==> src/rtl/trigger_frame_builder.sv <==
// trigger_frame_builder
// Packs a triggered 128-bit sample stream into framed AXI-Stream packets:
// one header line, 1..eff_max data lines, one footer line. A single output
// register feeds M_AXIS; the FSM only loads it when the slot is free, so a
// loaded line stays stable until the downstream side takes it.

module trigger_frame_builder #(
  parameter logic [7:0] CHANNEL_ID      = 8'd0,
  parameter int         TDATA_WIDTH     = 128,
  parameter int         TIMESTAMP_WIDTH = 48
) (
  input  logic                       CLK,
  input  logic                       RESET_N,
  input  logic                       SET_CONFIG,
  input  logic [15:0]                MAX_TRIGGER_LENGTH,
  input  logic [TDATA_WIDTH-1:0]     S_AXIS_tdata,
  input  logic                       S_AXIS_tvalid,
  input  logic                       S_AXIS_tuser,
  output logic                       S_AXIS_tready,
  output logic [TDATA_WIDTH-1:0]     M_AXIS_tdata,
  output logic                       M_AXIS_tvalid,
  output logic [TDATA_WIDTH/8-1:0]   M_AXIS_tkeep,
  output logic                       M_AXIS_tlast,
  input  logic                       M_AXIS_tready,
  output logic [15:0]                FRAME_COUNT,
  output logic [15:0]                TRUNC_COUNT
);

  localparam int KEEP_W  = TDATA_WIDTH / 8;
  localparam int HDR_PAD = TDATA_WIDTH - 16 - TIMESTAMP_WIDTH;

  localparam logic [2:0] ST_IDLE       = 3'd0;
  localparam logic [2:0] ST_HEADER     = 3'd1;
  localparam logic [2:0] ST_HOLD       = 3'd2;
  localparam logic [2:0] ST_DATA       = 3'd3;
  localparam logic [2:0] ST_FOOTER     = 3'd4;
  localparam logic [2:0] ST_WAIT_REARM = 3'd5;

  localparam logic [KEEP_W-1:0] KEEP_FULL   = {KEEP_W{1'b1}};
  localparam logic [KEEP_W-1:0] KEEP_FOOTER = {{(KEEP_W/2){1'b1}}, {(KEEP_W/2){1'b0}}};
  localparam logic [TDATA_WIDTH-1:0] FOOTER_LINE = {8'h55, {(TDATA_WIDTH-8){1'b1}}};

  // FSM and bookkeeping registers
  logic [2:0]                 state_q,     state_d;
  logic [15:0]                cfg_q,       cfg_d;
  logic [TIMESTAMP_WIDTH-1:0] ts_q,        ts_d;
  logic [TIMESTAMP_WIDTH-1:0] ts_lat_q,    ts_lat_d;
  logic [15:0]                eff_max_q,   eff_max_d;
  logic [15:0]                count_q,     count_d;
  logic                       trunc_q,     trunc_d;
  logic [TDATA_WIDTH-1:0]     hold_q,      hold_d;
  logic [15:0]                frame_cnt_q, frame_cnt_d;
  logic [15:0]                trunc_cnt_q, trunc_cnt_d;

  // Output line register
  logic [TDATA_WIDTH-1:0]     out_data_q,  out_data_d;
  logic [KEEP_W-1:0]          out_keep_q,  out_keep_d;
  logic                       out_last_q,  out_last_d;
  logic                       out_valid_q, out_valid_d;

  // Line-load request from the FSM to the output register
  logic                       load_en;
  logic [TDATA_WIDTH-1:0]     load_data;
  logic [KEEP_W-1:0]          load_keep;
  logic                       load_last;

  logic                       slot_free;
  logic                       s_ready;
  logic                       s_accept;
  logic [15:0]                cfg_clamped;
  logic [15:0]                count_inc;
  logic [TDATA_WIDTH-1:0]     header_line;

  // Helper terms shared by the FSM: output slot availability, clamped config, header image
  always_comb begin
    slot_free   = !out_valid_q || M_AXIS_tready;
    cfg_clamped = (cfg_q == 16'd0) ? 16'd1 : cfg_q;
    count_inc   = count_q + 16'd1;
    header_line = {8'hAA, CHANNEL_ID, ts_lat_q, {HDR_PAD{1'b0}}};
  end

  // Input-side ready per state; DATA only accepts when the beat can be forwarded at once
  always_comb begin
    s_ready = 1'b0;
    case (state_q)
      ST_IDLE:       s_ready = 1'b1;
      ST_DATA:       s_ready = slot_free;
      ST_WAIT_REARM: s_ready = 1'b1;
      default:       s_ready = 1'b0;
    endcase
    s_accept = s_ready && S_AXIS_tvalid;
  end

  // Frame sequencing: decides next state, latches per-frame context and requests line loads
  always_comb begin
    state_d     = state_q;
    ts_lat_d    = ts_lat_q;
    eff_max_d   = eff_max_q;
    count_d     = count_q;
    trunc_d     = trunc_q;
    hold_d      = hold_q;
    frame_cnt_d = frame_cnt_q;
    trunc_cnt_d = trunc_cnt_q;
    load_en     = 1'b0;
    load_data   = '0;
    load_keep   = '0;
    load_last   = 1'b0;

    case (state_q)
      ST_IDLE: begin
        if (s_accept && S_AXIS_tuser) begin
          hold_d    = S_AXIS_tdata;
          ts_lat_d  = ts_q;
          eff_max_d = cfg_clamped;
          count_d   = 16'd0;
          trunc_d   = 1'b0;
          state_d   = ST_HEADER;
        end
      end

      ST_HEADER: begin
        if (slot_free) begin
          load_en   = 1'b1;
          load_data = header_line;
          load_keep = KEEP_FULL;
          state_d   = ST_HOLD;
        end
      end

      ST_HOLD: begin
        if (slot_free) begin
          load_en   = 1'b1;
          load_data = hold_q;
          load_keep = KEEP_FULL;
          count_d   = 16'd1;
          if (eff_max_q == 16'd1) begin
            trunc_d = 1'b1;
            state_d = ST_FOOTER;
          end else begin
            state_d = ST_DATA;
          end
        end
      end

      ST_DATA: begin
        if (s_accept) begin
          if (S_AXIS_tuser) begin
            load_en   = 1'b1;
            load_data = S_AXIS_tdata;
            load_keep = KEEP_FULL;
            count_d   = count_inc;
            if (count_inc == eff_max_q) begin
              trunc_d = 1'b1;
              state_d = ST_FOOTER;
            end
          end else begin
            trunc_d = 1'b0;
            state_d = ST_FOOTER;
          end
        end
      end

      ST_FOOTER: begin
        if (slot_free) begin
          load_en     = 1'b1;
          load_data   = FOOTER_LINE;
          load_keep   = KEEP_FOOTER;
          load_last   = 1'b1;
          frame_cnt_d = frame_cnt_q + 16'd1;
          trunc_cnt_d = trunc_cnt_q + {15'd0, trunc_q};
          state_d     = trunc_q ? ST_WAIT_REARM : ST_IDLE;
        end
      end

      ST_WAIT_REARM: begin
        if (s_accept && !S_AXIS_tuser) begin
          state_d = ST_IDLE;
        end
      end

      default: begin
        state_d = ST_IDLE;
      end
    endcase
  end

  // Output register: a new line replaces the old one only when the FSM saw a free slot
  always_comb begin
    out_valid_d = out_valid_q && !M_AXIS_tready;
    out_data_d  = out_data_q;
    out_keep_d  = out_keep_q;
    out_last_d  = out_last_q;
    if (load_en) begin
      out_valid_d = 1'b1;
      out_data_d  = load_data;
      out_keep_d  = load_keep;
      out_last_d  = load_last;
    end
  end

  // Config capture and free-running timestamp
  always_comb begin
    cfg_d = SET_CONFIG ? MAX_TRIGGER_LENGTH : cfg_q;
    ts_d  = ts_q + TIMESTAMP_WIDTH'(1);
  end

  // State update with synchronous active-low reset; reset drops any frame in flight
  always_ff @(posedge CLK) begin
    if (!RESET_N) begin
      state_q     <= ST_IDLE;
      cfg_q       <= 16'd16;
      ts_q        <= '0;
      ts_lat_q    <= '0;
      eff_max_q   <= 16'd1;
      count_q     <= '0;
      trunc_q     <= 1'b0;
      hold_q      <= '0;
      frame_cnt_q <= '0;
      trunc_cnt_q <= '0;
      out_data_q  <= '0;
      out_keep_q  <= '0;
      out_last_q  <= 1'b0;
      out_valid_q <= 1'b0;
    end else begin
      state_q     <= state_d;
      cfg_q       <= cfg_d;
      ts_q        <= ts_d;
      ts_lat_q    <= ts_lat_d;
      eff_max_q   <= eff_max_d;
      count_q     <= count_d;
      trunc_q     <= trunc_d;
      hold_q      <= hold_d;
      frame_cnt_q <= frame_cnt_d;
      trunc_cnt_q <= trunc_cnt_d;
      out_data_q  <= out_data_d;
      out_keep_q  <= out_keep_d;
      out_last_q  <= out_last_d;
      out_valid_q <= out_valid_d;
    end
  end

  assign S_AXIS_tready = s_ready;
  assign M_AXIS_tdata  = out_data_q;
  assign M_AXIS_tvalid = out_valid_q;
  assign M_AXIS_tkeep  = out_keep_q;
  assign M_AXIS_tlast  = out_last_q;
  assign FRAME_COUNT   = frame_cnt_q;
  assign TRUNC_COUNT   = trunc_cnt_q;

endmodule

==> config.mk <==
export PLATFORM = sky130hd
export DESIGN_NAME = trigger_frame_builder
export DESIGN_NICKNAME = d
export VERILOG_FILES = /design/src/rtl/trigger_frame_builder.sv
export SDC_FILE = /design/constraint.sdc
export NUM_CORES = 1
export LEC_CHECK = 0
export CORE_UTILIZATION = 35
export CTS_BUF_LIST = sky130_fd_sc_hd__clkbuf_8
export DETAILED_ROUTE_END_ITERATION = 8
export MAX_ROUTING_LAYER = met4
export SKIP_CTS_REPAIR_TIMING = 1
export SKIP_LAST_GASP = 1
export SYNTH_ARGS = -nofsm -noshare
export SYNTH_HDL_FRONTEND = slang
export SYNTH_SLANG_ARGS = --single-unit
==> constraint.sdc <==
create_clock -name CLK -period 4.5 [get_ports CLK]
set_input_delay 0.45 -clock CLK [delete_from_list [all_inputs] [get_ports CLK]]
set_output_delay 0.45 -clock CLK [all_outputs]
set_load 0.01 [all_outputs]
=== Yosys cells after proc, flatten, opt, wreduce, memory -nomap -nowiden ===
Index checks and enable logic that the tools add are counted.
Widths: inputs -> output; s select.

* Flip-flop bits (word level): 454
* Bits of input ports: 150
* Output and inout port bits: 179
* Word-level logic and storage cells: 95

* Add/subtract/negate cells: 4
* Eq/ne operators: 16
* Multiplexer cells: 42
* Reductions and logical operators: 19

{| class="wikitable"
|+ Operators by type and width
! operator !! count
|-
| $mux 128 || 4
|-
| $pmux 128 s4 || 1
|-
| $mux 16 || 9
|-
| $mux 127 || 1
|-
| $pmux 16 s3 || 2
|-
| $add 48x1->48 const B || 1
|-
| $add 16x1->16 const B || 2
|-
| $mux 3 || 10
|-
| $pmux 3 s6 || 1
|-
| $add 16x1->16 || 1
|-
| $eq 16x1->1 const B || 1
|-
| $eq 16x16->1 || 1
|-
| $logic_not 16->1 || 1
|-
| $ne 2x2->1 const B || 8
|-
| $mux 1 || 11
|-
| $reduce_and 7->1 || 1
|-
| $eq 3x2->1 const B || 2
|-
| $eq 3x3->1 const B || 2
|-
| $reduce_and 6->1 || 1
|-
| $reduce_and 5->1 || 1
|-
| $logic_and 1x1->1 || 4
|-
| $pmux 1 s2 || 2
|-
| $reduce_and 2->1 || 2
|-
| $reduce_or 2->1 || 2
|-
| 8 further kinds || 10
|}

=== Depth between registers and ports, before layout ===
Gate-level depths: netlist of run 1.

* Word-level depth: 7
* Gate-level depth with buffers: 10
* Depth with buffers taken out: 8

=== Worst setup path after synthesis of run 1 ===
No wires, ideal clock.

* Path kind: register -> register
* From: reg count_q[0]
* To: reg trunc_q
* Library setup time: 123 ps
* Arrival time: 2163 ps
* Data required time: 4377 ps
* Setup slack: 2214 ps
* Cell stages (with the launch flop): 9
* Buffers on the path: 0
* Period minus slack after synthesis: 2286 ps
* Cells stage by stage: dfxtp_1 > ha_1 > nand3_2 > or4_4 > xnor2_1 > and4_1 > and2_1 > a41o_1 > o2bb2ai_1

* Longest elaborated chain between the ends: 4

{| class="wikitable"
|+ Ends and longest elaborated chain
! item !! line !! source
|-
| start, declared || 49 || <nowiki>logic [15:0] count_q, count_d;</nowiki>
|-
| start signal, assigned || 230 || <nowiki>count_q <= count_d;</nowiki>
|-
| $add 16x1->16 || 78 || <nowiki>count_inc = count_q + 16'd1;</nowiki>
|-
| $eq 16x16->1 || 152 || <nowiki>if (count_inc == eff_max_q) begin</nowiki>
|-
| $ne 3x3->1 (no line) || n/a ||
|-
| $reduce_and 6->1 (no line) || n/a ||
|-
| end signal, assigned || 231 || <nowiki>trunc_q <= trunc_d;</nowiki>
|-
| end, declared || 50 || <nowiki>logic trunc_q, trunc_d;</nowiki>
|}

Every way passes these cells.
A chain may end at the register's enable or synchronous reset.

=== Worst setup path after layout of run 1 ===
* From: reg state_q[0]
* To: reg out_data_q[81] (netlist: M_AXIS_tdata[81])

* Longest elaborated chain between the ends: 6
* Elaborated cells on any way between the ends: 14
* Classes of those cells: eq/ne: 5; mux: 5; reduce/logical: 4

{| class="wikitable"
|+ Ends and longest elaborated chain
! item !! line !! source
|-
| start, declared || 44 || <nowiki>logic [2:0] state_q, state_d;</nowiki>
|-
| start signal, assigned || 225 || <nowiki>state_q <= state_d;</nowiki>
|-
| $eq 3x3->1 or $logic_not 3->1 (tied branches) || 85 || <nowiki>case (state_q)</nowiki>
|-
| $reduce_or 2->1 (no line) || n/a ||
|-
| $pmux 1 s2 || 85 ||
|-
| $logic_and 1x1->1 || 91 || <nowiki>s_accept = s_ready && S_AXIS_tvalid;</nowiki>
|-
| $mux 128 or $mux 1 (tied branches) || 146 || <nowiki>if (s_accept) begin</nowiki>
|-
| $pmux 128 s4 or $pmux 1 s2 (tied branches) || 109 || <nowiki>case (state_q)</nowiki>
|-
| end signal, assigned || 235 || <nowiki>out_data_q <= out_data_d;</nowiki>
|-
| end, declared || 56 || <nowiki>logic [TDATA_WIDTH-1:0] out_data_q, out_data_d;</nowiki>
|}

Several ways; a longest one is shown, not always the timed one.

==> results.md, run 1 <==
* Multiplexer share of the synthesized area at 1.09%
* Number of CTS-inserted buffers at 77
* Std-Cell Rows at 85
* Max Slew Vio Count at 0
* First-pass DRT Iterations at 7
* Switching Share at 33.7%
* Vias in the first global route at ~16000
* Synthesis-stage register bit count at 440
* Die Width at 236 microns
* Commonest non-fill, non-tap cell in the layout: nand2_1
* Worst setup path class: register to register
* CTS Sinks at 440
* Largest net degree at the start of global routing at 175
* Max_slew headroom at 24.9%
* Drt drc at 0
* Post-synth ARST share at 0%
* Final setup viols at 0
* Wire per inst at 17.7 microns
* Simple-Gate Fraction of Synth Area at 21.2%
* Worst-path fanout max at 106
* Final period utilization at approximately 76%
* Post-synth EDFFs at 0
* Worst setup EP type: register
* Gr usage total at 19.9%
* Post-DP HPWL at 34400 microns
* Root buf cell: clkbuf_8
* Post-Syn Instances at 2132
* # H-tree levels at 3
* Synth warn at 0
* Port Buf Inserts at approximately 330
* Die Ht at ~240 microns
* RSZ-0062 raised after global routing: false
* Skew final at 0.0233 ns
* Final Hold Fails at 0
* Comb pwr share at 26.7%
* Clock transition at the registers of the reported paths at about 0.060 ns
* Layout cell share with drive strength beyond 1 at 7.95%
* Crit path required time at 5.02 ns
* Syn_nets at 2287
* Hold WC Path Type: primary input to register
* Mapped cell area at approximately 19000 sq um
* Ys flop type: dfxtp_1
* Total Power at 11.3 mW
* Slew at the pin closest to its max-slew limit at around 1.1 ns
* Max Clk Rate at just under 300 MHz
* Sequential fraction of the synthesis area at 45.8%
* Worst vdd ir at 0.000540 V
* Max-cap viol count at 0
* Initial antenna violation count at 2
* Flop pwr share at between 40% and 50%
* Synthesized-area fraction occupied by xor and xnor cells at 3.97%
* DIE AREA at 55800 sq um
* Core ar. at 54000 sq um
* Status: complete, no violations
* Synth cell types at 74
* Post-route ant nets at 0
* Via/cell ratio at 5.17
* Initial Util at 35.6%
* Most frequent cells in the layout: nand2_1 (517), dfxtp_1 (440), clkdlybuf4s50_1 (327)
* Combinational family with the most area after synthesis: compound AO/OA/AOI/OAI gates
* Syn_area_per_cell at 9.01 sq um
* Area Growth Syn to Fin at 27.1%
* Sw Pwr at 3.81 mW
* Setup TNS at 0 ns
* Leak at 8.55 nW
* Final worst path period need at 3.40 ns
* Initial DRC Count at 881
* GPL Wtd Cong at between 0.8 and 0.9
* Clk_lat worst skew at around 0.65 ns
* Critical Path Source Type: register
* DR vias at 16200
* Maximum root-to-sink buffer count at 3
* Clock power frac at 33.2%
* Internal power at between 7 and 8 mW
* Grt ovf at 0
* Layout Nets at 2530
* Pwr/cell area at ~460 nW/um^2
* Crit path DAT at 3.92 ns
* Compound-Gate Fraction of Synth Area at 23.0%
* Post-synthesis adder-cell area fraction at 0.326%
* First-pass GRT wire length at 87800 microns
* Final WL at 55400 microns
* # IOs at between 300 and 400
* CTS tree: done
==> cell type report <==
| class | count | area, sq um |
|---|---|---|
| diodes | 2 | 5.00 |
| repair buffers | 347 | 3520 |
| well taps | 696 | 871 |
| clock buffers | 101 | 1390 |
| fillers | 5189 | 29600 |
| clock inverters | 42 | 209 |
| multi-input cells | 1498 | 9580 |
| inverters | 11 | 41.3 |
| flip-flops and latches | 440 | 8810 |
==> critical path, stage by stage (launching register included) <==
cell and delay (ns):
dfxtp_1 0.63, inv_1 0.30, nor2_2 0.39, nand3_2 0.25, a211oi_2 0.42, nor2_4 0.23
buf_12 0.26, a221oi_1 0.43, nor2b_1 0.09
==> path summary, 6_finish.rpt <==
check                                       from               end  slack (ns)  cells past startpoint
worst max-delay path                  state_q[0]  M_AXIS_tdata[81]        1.10                      8
worst min-delay path                     RESET_N         hold_q[9]        0.35                      2
worst max register to register        state_q[0]  M_AXIS_tdata[81]        1.10                      8
worst min register to register  M_AXIS_tdata[26]  M_AXIS_tdata[26]        0.45                      2
==> kinds of logic after synthesis <==
logic type	Yosys count
mux	21
simple gates	848
xor+xnor	87
fa+ha+maj	5
buf+inv	194
compound gates	537
flops	440
==> sequential cells by signal, indices dropped and copies added, names as in the netlist, 2 cells and up <==
name and flops:
FRAME_COUNT 16, M_AXIS_tdata 128, M_AXIS_tkeep 2, TRUNC_COUNT 16, cfg_q 16, count_q 16, eff_max_q 16, hold_q 128
state_q 3, ts_lat_q 48, ts_q 48
==> layer usage <==
| metal | GRT usage (%) | vias up | wire length, microns | share of wire (%) |
|---|---|---|---|---|
| li1 | - | 7948 | - | - |
| met1 | 26.2 | 7766 | 26200 | 47 |
| met2 | 30.9 | 430 | 25400 | 46 |
| met3 | 3.97 | 77 | 2870 | 5.2 |
| met4 | 5.51 | 0 | 1020 | 1.8 |
| met5 | - | - | 0 | 0 |
==> power groups by stage <==
stage	logic [mW]	registers [mW]	clock network, mW
after global placement	3.02	4.61	0
after detailed placement	3.06	4.62	0
after floorplan	1.84	4.61	0
after CTS	3.07	4.54	3.87
after global routing	3.27	4.58	4.04
final	3.02	4.54	3.75
==> synthesized netlist by cell type (12+ instances only) <==
cell,instances,area (sq um)
buf_2,20,100
or3_1,13,81.3
o21ai_0,30,150
clkbuf_1,134,503
nor2b_1,71,444
a221o_1,49,490
nand4_1,15,93.8
dfxtp_1,440,8810
xnor2_1,59,517
and2_1,78,488
a221oi_1,99,867
a221oi_2,29,435
and3_1,12,75.1
a21boi_0,202,1520
nor2_1,33,124
buf_4,21,158
a21boi_1,90,676
xor2_1,28,245
mux2i_1,21,210
nand2_1,517,1940
nand3_1,38,190
==> per-stage QoR <==
stage                     setup slack, ns  cell area (sq um)  util [%]  hold WS, ns  cells
after floorplan                      2.21              19200         -        0.441   2132
after detailed placement             1.21              22800      42.2        0.444   2992
after global placement               1.24              22800      42.2        0.439   2992
final                                1.10              24400      45.2        0.354   3137
after global routing                 1.03              24400      45.2        0.347   3137
after CTS                            1.32              24400      45.2        0.326   3135
Note: power is estimated with default switching activity, not from simulation.
==> run 2, diff against run 1 <==
==> constraint.sdc (replaced) <==
create_clock -name CLK -period 3.49 [get_ports CLK]
set_input_delay 0.349 -clock CLK [delete_from_list [all_inputs] [get_ports CLK]]
set_output_delay 0.349 -clock CLK [all_outputs]
set_load 0.01 [all_outputs]
==> results.md, run 2 (same netlist as run 1, synthesis figures left out) <==
* Drt drc at 0 (unchanged)
* CTS tree: done (unchanged)
* Met2 Usage GRT at 30.9% (about the same)
* Std-Cell Rows at 85 (unchanged)
* Skew final at 0.0257 ns (was 0.0233 ns)
* Maximum root-to-sink buffer count at 3 (unchanged)
* Layout Nets at 2537 (was 2530)
* Number of CTS-inserted buffers at 78 (was 77)
* GPL Wtd Cong at 0.817 (was 0.823)
* Worst-path fanout max at 15 (was 106)
* RSZ-0062 raised after global routing: false (unchanged)
* Most frequent cells in the layout: nand2_1 (517), dfxtp_1 (440), clkdlybuf4s50_1 (327) (unchanged)
* # H-tree levels at 3 (unchanged)
* Gr usage total at 19.9% (about the same)
* Clk_lat worst skew at 0.64 ns (was 0.65 ns)
* Clock transition at the registers of the reported paths at 0.06 ns (about the same)
* First-pass GRT wire length at 87100 microns (was 87800 microns)
* Final WL at 55300 microns (was 55400 microns)
* Most used cell, CP: nor2_1
* Initial Util at 35.6% (unchanged)
* First-pass DRT Iterations at 5 (was 7)
* CTS Sinks at 440 (unchanged)
* Core ar. at 54000 sq um (unchanged)
* Status: complete, no violations (unchanged)
* Worst setup path class: register to primary output (was register to register)
* Max stage delay cell, worst path: dfxtp_1 (unchanged)
* Critical Path Source Type: register (unchanged)
* Die Ht at 236 microns (unchanged)
* Pwr/cell area at 597 nW/um^2 (was 463 nW/um^2)
* Placed Instance Area at 22900 sq um (was 22800 sq um)
* Initial antenna violation count at 1 (was 2)
* Leak at 8.58 nW (was 8.55 nW)
* Final setup viols at 0 (unchanged)
* Final Hold Fails at 0 (unchanged)
* Root buf cell: clkbuf_8 (unchanged)
* Max-cap viol count at 0 (unchanged)
* Critical-path cell list: inv_1 > nor2_1 > nor2_1 > a31oi_1 > clkdlybuf4s50_1 (was inv_1 > nor2_2 > nand3_2 > a211oi_2 > nor2_4 > buf_12 > a221oi_1 > nor2b_1)
* GR peak layer: met2 (unchanged)
* Die Width at 236 microns (unchanged)
* Final period utilization at 88.6%
* Crit path DAT at 2.74 ns (was 3.92 ns)
* DR vias at 16300 (was 16200)
* Crit-path leading delay family: buffers and inverters (was simple AND/OR/NAND/NOR gates)
* Max Slew Vio Count at 0 (unchanged)
* Max Clk Rate at 323 MHz
* Commonest non-fill, non-tap cell in the layout: nand2_1 (unchanged)
* Initial DRC Count at 1145 (was 881)
* # IOs at 329 (unchanged)
* Wire per inst at 17.6 microns (was 17.7 microns)
* Design Area, Final at 24500 sq um (was 24400 sq um)
* Post-DP HPWL at 35100 microns (was 34400 microns)
* Worst path max stage delay at 0.62 ns (was 0.63 ns)
* Hold WS at 0.264 ns (was 0.354 ns)
* M3 GR Usage at 3.85% (was 3.97%)
* Area Growth Syn to Fin at 27.5% (was 27.1%)
* Layout cell share with drive strength beyond 1 at 8.23% (was 7.95%)
* Port Buf Inserts at 328 (unchanged)
* Crit path buf inv count at 2 (unchanged)
* Crit path required time at 3.14 ns (was 5.02 ns)
* Worst setup EP type: primary output (was register)
* Vias in the first global route at 15600 (was 15700)
* Hold WC Path Type: primary input to register (unchanged)
* Met1 usage at 26.0% (was 26.2%)
* Via/cell ratio at 5.19 (was 5.17)
* Slew at the pin closest to its max-slew limit at 0.997 ns (was 1.13 ns)
* Max_slew headroom at 33.5% (was 24.9%)
* DIE AREA at 55800 sq um (unchanged)
* Largest net degree at the start of global routing at 137 (was 175)
* Grt ovf at 0 (unchanged)
* Post-route ant nets at 0 (unchanged)
* Setup TNS at 0 ns (unchanged)
* Final worst path period need at 3.09 ns
* Worst vdd ir at 0.000629 V (was 0.000540 V)
==> run 2: cell count changes in the layout (fill, tap and decap cells not counted) <==
cell / previous run / this run
buf_12: 7 / 10
diode_2: 2 / 1
inv_1: 40 / 37
inv_6: 1 / 2
buf_4: 12 / 15
clkbuf_8: 101 / 102
inv_8: 1 / 0
==> run 2: through the flow <==
step | power, mW | cells | setup slack, ns | util (%)
detailed placement | 9.93 | 2998 | 0.546 | 42.4
global route | 15.5 | 3140 | 0.243 | 45.4
CTS | 14.9 | 3139 | 0.292 | 45.4
finish | 14.6 | 3140 | 0.396 | 45.4
floorplan | 8.32 | 2132 | 1.20 | -
global placement | 9.85 | 2998 | 0.640 | 42.4
==> run 2: worst reg2reg max path: stages (launching register included) <==
cell	delay, ns
dfxtp_1	0.62
or2_1	0.42
or3_4	0.86
buf_4	0.51
nand2_1	0.11
a21boi_0	0.19
==> run 2: final timing paths <==
kind	start	to	slack (ns)	cells past startpoint
max	state_q[0]	S_AXIS_tready	0.40	5
min	RESET_N	M_AXIS_tdata[1]	0.26	2
max reg2reg	state_q[0]	ts_lat_q[9]	0.69	5
min reg2reg	M_AXIS_tdata[125]	M_AXIS_tdata[125]	0.45	2
==> run 2: area by class of cell <==
cell class | instances | area [sq um]
fill | 5225 | 29500
multi-input combinational | 1498 | 9580
antenna | 1 | 2.50
tap | 696 | 871
clock inverter | 39 | 195
sequential | 440 | 8810
timing repair buffer | 353 | 3600
clock buffer | 102 | 1400
inverter | 11 | 41.3
==> run 2: report_power, final <==
part	internal [mW]	total, mW	switching, mW	leakage (nW)
sequential	5.50	5.85	0.357	3.56
combinational	1.55	3.94	2.39	4.08
clock	2.69	4.85	2.16	0.933
==> run 2: layer usage <==
layer	routed length, microns	vias up
met5	0	-
met4	876	0
met3	3130	54
met2	25500	465
met1	25800	7818
li1	-	7961
